**config.mk**
```make
export PLATFORM = sky130hd
export DESIGN_NAME = instr_fetch_unit
export DESIGN_NICKNAME = d
export VERILOG_FILES = /design/src/rtl/instr_fetch_unit.sv
export SDC_FILE = /design/constraint.sdc
export NUM_CORES = 1
export LEC_CHECK = 0
export ABC_CLOCK_PERIOD_IN_PS = 4800
export CORE_UTILIZATION = 44
export DETAILED_ROUTE_END_ITERATION = 6
export GPL_TIMING_DRIVEN = 0
export HOLD_SLACK_MARGIN = 0.12
export PLACE_DENSITY = 0.8
export SLEW_MARGIN = 20
export SYNTH_ARGS = -nofsm -noshare
export SYNTH_HDL_FRONTEND = slang
export SYNTH_SLANG_ARGS = --single-unit
```
**constraint.sdc**
```tcl
create_clock -name clk -period 4.8 [get_ports clk]
set_input_delay 0.72 -clock clk [delete_from_list [all_inputs] [get_ports clk]]
set_output_delay 0.72 -clock clk [all_outputs]
set_load 0.005 [all_outputs]
```
**src/rtl/instr_fetch_unit.sv**
```systemverilog
// Instruction fetch stage: PC register, req/ack fetch from instruction memory, next-PC select.
// Optional FETCH_MISALIGN_TRAP_EN traps a misaligned next PC instead of silently aligning it.
//
// state | meaning
// IDLE  | just out of reset, fetch begins next cycle
// FETCH | request outstanding at pc, waiting for imem_ack
// HOLD  | instr valid, waiting for datapath to consume it
// TRAP  | misaligned next PC seen, parked until reset (trap build only)
module instr_fetch_unit #(
  parameter logic [31:0] RESET_PC = 32'h0000_0000
) (
  input  logic        clk,
  input  logic        rst_n,
  output logic        imem_req,
  output logic [31:0] imem_addr,
  input  logic        imem_ack,
  input  logic [31:0] imem_rdata,
  output logic [31:0] instr,
  output logic [5:0]  op,
  output logic [5:0]  funct,
  output logic        instr_valid,
  input  logic        instr_ready,
  input  logic        branch_taken,
  input  logic [15:0] branch_imm,
  input  logic        jump,
  input  logic [25:0] jump_target,
  output logic [31:0] pc,
  output logic [31:0] pc_plus4,
  output logic        fault
);

  localparam logic [1:0] IDLE  = 2'd0;
  localparam logic [1:0] FETCH = 2'd1;
  localparam logic [1:0] HOLD  = 2'd2;
`ifdef FETCH_MISALIGN_TRAP_EN
  localparam logic [1:0] TRAP  = 2'd3;
`endif

  logic [1:0]  state;
  logic [31:0] branch_target;
  logic [31:0] jump_pc;
  logic [31:0] next_pc;

  assign pc_plus4      = pc + 32'd4;
  assign branch_target = pc_plus4 + {{14{branch_imm[15]}}, branch_imm, 2'b00};
  assign jump_pc       = {pc_plus4[31:28], jump_target, 2'b00};

  always_comb begin
    next_pc = pc_plus4;
    if (jump)
      next_pc = jump_pc;
    else if (branch_taken)
      next_pc = branch_target;
  end

  assign imem_req    = (state == FETCH);
  assign imem_addr   = pc;
  assign instr_valid = (state == HOLD);
  assign op          = instr[31:26];
  assign funct       = instr[5:0];

`ifdef FETCH_MISALIGN_TRAP_EN
  logic fault_q;

  assign fault = fault_q;

  always_ff @(posedge clk or negedge rst_n) begin
    if (!rst_n) begin
      state   <= IDLE;
      pc      <= RESET_PC;
      instr   <= 32'h0;
      fault_q <= 1'b0;
    end else begin
      case (state)
        IDLE: state <= FETCH;
        FETCH: begin
          if (imem_ack) begin
            instr <= imem_rdata;
            state <= HOLD;
          end
        end
        HOLD: begin
          if (instr_ready) begin
            // pc is left at the offending instruction so it can be inspected
            if (next_pc[1:0] != 2'b00) begin
              fault_q <= 1'b1;
              state   <= TRAP;
            end else begin
              pc    <= next_pc;
              state <= FETCH;
            end
          end
        end
        TRAP:    state <= TRAP;
        default: state <= IDLE;
      endcase
    end
  end
`else
  assign fault = 1'b0;

  always_ff @(posedge clk or negedge rst_n) begin
    if (!rst_n) begin
      state <= IDLE;
      pc    <= RESET_PC;
      instr <= 32'h0;
    end else begin
      case (state)
        IDLE: state <= FETCH;
        FETCH: begin
          if (imem_ack) begin
            instr <= imem_rdata;
            state <= HOLD;
          end
        end
        HOLD: begin
          if (instr_ready) begin
            pc    <= next_pc & 32'hFFFF_FFFC;
            state <= FETCH;
          end
        end
        default: state <= IDLE;
      endcase
    end
  end
`endif

endmodule

```
* Word level (Yosys, flattened, before mapping)
Index checks and enable logic that the tools add are counted.
Word-level totals: bits in registers 64, input bits 80, output and inout port bits 143
Cells by class: add/sub/neg operators 2, equal/unequal tests 4, multiplexer cells 5, reductions and logical operators 4
Operator list (number):
- 32-bit two-way mux | 2
- 32-bit by 3-bit adder with 32-bit output (second input constant) | 1
- 32-bit adder | 1
- 2-bit one-hot mux with 3 select lines | 1
- 2-bit AND reduction | 3
- 2-bit two-way mux | 2
- 2-bit by 1-bit != test with 1-bit output (second input constant) | 2
- 2-bit by 1-bit == test with 1-bit output (second input constant) | 1
- 2-bit == test (second input constant) | 1
- 2-bit zero test | 1

* Depth between registers and ports, before layout
word-level depth 4, mapped depth 18, mapped depth without buffers 17

* Least setup slack after synthesis
OpenSTA, ideal clock, no wires.
path type register -> register, start reg pc[2], in the netlist imem_addr[2], end reg pc[31], in the netlist imem_addr[31], data arrival time 3.512 ns, data required time 4.675 ns, path slack 1.163 ns, cell stages (with the launch flop) 18, clock period less this slack 3.637 ns, cells stage by stage dfrtp_1 -> ha_1 -> nand4_1 -> nor2_1 -> nand2_1 -> nor2_1 -> nand2_1 -> xnor2_1 -> ha_1 -> clkbuf_1 -> nor2_1 -> o41a_1 -> o21a_1 -> a211o_1 -> a41oi_1 -> xnor2_1 -> nand2_1 -> xnor2_1
Between the ends: cells in the longest elaborated chain, start to end 4
Ends and longest elaborated chain:
- from (decl) | RTL line 27 | output logic [31:0] pc,
- from (signal assigned) | RTL line 118 | pc <= next_pc & 32'hFFFF_FFFC;
- 32-bit by 3-bit adder with 32-bit output | RTL line 44 | assign pc_plus4 = pc + 32'd4;
- via pc_plus4[20] | RTL line 28 | output logic [31:0] pc_plus4,
- 32-bit adder | RTL line 45 | assign branch_target = pc_plus4 + {{14{branch_imm[15]}}, branch_imm, 2'b00};
- 32-bit two-way mux | RTL line 52 | else if (branch_taken)
- 32-bit two-way mux | RTL line 50 | if (jump)
The timed path passes the listed nets, and every way through them passes these cells. A chain may end at the register's enable or synchronous reset.

* Final worst setup path
start reg pc[4], in the netlist imem_addr[4], end reg pc[31], in the netlist imem_addr[31]
Between the ends: cells in the longest elaborated chain, start to end 4
Ends and longest elaborated chain (RTL line):
- 32-bit by 3-bit adder with 32-bit output (*) | 44
- 32-bit adder | 45
- 32-bit two-way mux | 52
- 32-bit two-way mux (*) | 50
Every way passes the cells marked *; elsewhere a longest branch is shown, timed or not.

==> metrics.md <==
| Metric | Value |
|---|---|
| Area Overhead vs Synth | `49.83%` |
| Vias/cell | `around 5.6` |
| Critical path capture point type | `register` |
| Layout cells sized above 1 | `13.28%` |
| CP Depth | `16` |
| Layout Skew | `0.008641 ns` |
| Register Area | `1602 um^2` |
| Crit path buffers/inverters | `1` |
| WL/cell | `roughly 18 um` |
| Critical path type | `reg -> reg` |
| Synth Instances | `629` |
| Detailed-route via count | `5701` |
| Final min period | `4.543 ns` |
| Detail Route Antenna Nets | `0` |
| Pre-Repair DR Iteration Count | `5` |
| 1st-iter DRT viols | `294` |
| Endpoints failing setup | `0` |
| Setup TNS | `0 ns` |
| Critical path startpoint category | `register` |
| Total routed wirelength | `18570 um` |
| Setup slack at placement | `0.2794 ns` |
| Worst-Margin Slew | `around 0.94 ns` |
| Die W | `around 110 um` |
| Crit path DAT | `4.76 ns` |
| Antenna diode count | `0` |
| Period utilisation layout | `94.64%` |
| CP dominant cell by count | `nor2_1` |
| Worst-skew pair later-pin latency | `between 0.3 and 0.4 ns` |
| IO Pins | `223` |
| Layout Nets | `978` |
| Cells on worst reg2reg path | `16` |
| Avg Cell Area, Syn | `approximately 8.7 um^2` |
| Slew HR | `a little under two fifths` |
| Clock Pin Slew Worst Setup and Hold Paths | `0.06 ns` |
| Initial Util | `45.32%` |
| CTS max path bufs | `2` |
| Initial antenna violation count | `0` |
| Seq/Total Area, Yosys | `between 20% and 30%` |
| Port buffer count | `215` |
| P_leak | `0.003519 uW` |
| Crit path to | `imem_addr[31]` |
| Status | `finished clean` |
| VDD IR-drop max | `roughly 0.34 mV` |
| Fin. Hold Viols | `0` |
| Post-CTS Setup Bufs | `0` |
| Drt drc | `0` |
| Crit. Startpoint | `imem_addr[4]` |
| Synth cell types | `between 60 and 70` |
| H-tree depth | `3` |
| Core Area | `12010 um^2` |
| Largest net degree at the start of global routing | `48` |
| Die Area | `between 10000 and 15000 um^2` |
| Synth warn | `0` |
| Max FO, Critical Path | `7` |
| First-pass GRT wire length | `28460 um` |
| Reg2reg end | `imem_addr[31]` |
| Reg2reg setup slack | `0.26 ns` |
| Worst setup margin | `0.2573 ns` |
| Register bit total from synthesis | `64` |
| Max stage delay on crit path | `0.48 ns` |
| Post-synth EDFFs | `0` |
| Max-Cap Viols | `0` |
| Hold crit path type | `in -> async` |
| RSZ-0062 raised after global routing | `false` |
| FILL cells | `929` |
| CP max-delay cell | `nor2_1` |
| Die Span Y | `around 110 um` |
| Clk root buf | `clkbuf_16` |
| Critical path's top delay family | `simple AND/OR/NAND/NOR gates` |
| Cell Area, Synth | `5444 um^2` |
| R2R Path Start | `imem_addr[4]` |
| Highest clock rate | `about 220 MHz` |
| CTS Buf Count | `9` |
| Worst path cell trace | `buf_2 -> nand3_1 -> nor2_1 -> nand4_1 -> nor2_1 -> and3_1 -> xor2_1 -> ha_1 -> nand4_1 -> nor2_1 -> o2111ai_1 -> a211o_1 -> a41oi_1 -> xnor2_1 -> nand2_1 -> xnor2_1` |
| Synth async-reset ratio | `100.0%` |
| Clock sink count | `64` |
| CTS tree | `yes` |
| RD Place Congestion | `0.9010` |
| Slew Limit Fails | `0` |
| Worst Path Required | `5.01 ns` |
| Hpwl dp | `14350 um` |
| Gr usage total | `28.37%` |
| Grt ovf | `0` |
| Total power divided by cell area | `649.7 nW/um^2` |
| Most used DFF post-synth | `dfrtp_1` |
| Multi-input logic area | `3347 um^2` |
| Number of global-route vias before repair | `5556` |
| FP Rows | `40` |
worst min path at each step:
stage | to | slack, ns | cells after the start
2_1_floorplan | imem_addr[10] | 0.42 | 0
3_3_place_gp | state[0] | 0.47 | 1
3_5_place_dp | state[0] | 0.49 | 1
4_1_cts | imem_addr[7] | 0.27 | 1
5_1_grt | imem_addr[7] | 0.28 | 1
6_report | imem_addr[7] | 0.28 | 1
cell usage in the layout, fill, tap and decap left out, types with 5 or more instances in the layout:
| master | netlist | routed |
|---|---|---|
| a211oi_1 | 8 | 8 |
| a21oi_1 | 48 | 48 |
| nor2_1 | 46 | 44 |
| buf_4 | 49 | 50 |
| conb_1 | 1 | 7 |
| dfrtp_1 | 64 | 64 |
| clkbuf_16 | 0 | 9 |
| a31oi_1 | 6 | 6 |
| mux2i_1 | 8 | 8 |
| nand4_1 | 7 | 7 |
| nand2b_1 | 5 | 5 |
| xor2_1 | 20 | 20 |
| clkdlybuf4s50_1 | 0 | 214 |
| nand3_1 | 19 | 19 |
| inv_1 | 18 | 18 |
| clkbuf_1 | 18 | 17 |
| o21a_1 | 6 | 6 |
| nor2b_1 | 12 | 12 |
| and3_1 | 9 | 9 |
| mux2_2 | 36 | 36 |
| nand2_1 | 57 | 57 |
| xnor2_1 | 34 | 34 |
| ha_1 | 36 | 36 |
| o21ai_0 | 33 | 33 |
| nor3_1 | 9 | 9 |
| a21o_1 | 15 | 15 |
per-layer routing:
layer,wire [um],GRT usage (%),vias to the layer above
met5,0,0,-
met4,551,11.84,0
met3,1587,5.517,49
met2,9022,49.24,339
met1,7410,34.34,2652
li1,-,-,2661
per-stage QoR:
step	instance area, um^2	total power [uW]	hold slack [ns]	instances	util (%)
after detailed placement	7828	4530	0.4881	998	65.17
after CTS	8155	5291	0.2712	1014	67.90
after global placement	7802	4445	0.4741	997	64.96
after global routing	8157	5635	0.2815	1013	67.91
final	8157	5299	0.2775	1013	67.91
after floorplan	5466	2897	0.4244	635	-
cell families after synthesis:
group | after synthesis | share of synthesized area [%]
and+or+nand+nor | 182 | 15.88
muxes | 44 | 8.918
adders and majority gates | 37 | 8.642
DFF | 64 | 29.42
AOI/OAI and AO/OA | 157 | 18.78
other | 1 | 0.06888
xor gates and xnor gates | 54 | 8.688
buffers and inverters | 90 | 9.607
flip-flops by register name, indices dropped and copies added (netlist names):
name and count:
instr 32, imem_addr 30, state 2
Yosys cell counts (4+ instances only):
cell      instances  area share [%]
ha_1             36             8.3
mux2_2           36             7.4
clkbuf_1         18             1.2
nor2b_1          12             1.4
xor2_1           20             3.2
nor3_1            9            0.83
a31oi_1           6            0.69
o21a_1            6            0.83
mux2i_1           8             1.5
dfrtp_1          64              29
o22ai_1           4            0.46
and3_1            9             1.0
a211oi_1          8             1.1
nand3_1          19             1.7
inv_1            18             1.2
nand2_1          57             3.9
a21o_1           15             2.1
buf_4            49             6.8
nand2b_1          5            0.57
a21oi_1          48             4.4
nand4_1           7            0.80
nor2_1           46             3.2
buf_1             4            0.28
xnor2_1          34             5.5
o21ai_0          33             3.0
a221oi_1          4            0.64
timing repair:
item	CTS	global route
hold buffers	0	0
setup endpoints to repair	0	3
gates resized for setup	0	2
cell type report:
| type | count | area share (%) |
|---|---|---|
| buffer | 71 | 5.538 |
| clock buffer | 9 | 2.761 |
| clock inverter | 7 | 1.258 |
| inverter | 18 | 0.8283 |
| multi-input combinational | 481 | 41.03 |
| sequential | 64 | 19.63 |
| tap | 147 | 2.255 |
| timing repair buffer | 216 | 26.69 |
power breakdown:
| part | leakage [uW] | switching [uW] | internal [uW] |
|---|---|---|---|
| Clock | 0.000157 | 266 | 460 |
| Combinational | 0.00260 | 1470 | 1990 |
| Sequential | 0.000764 | 314 | 802 |
(Power assumes the default switching activity.)
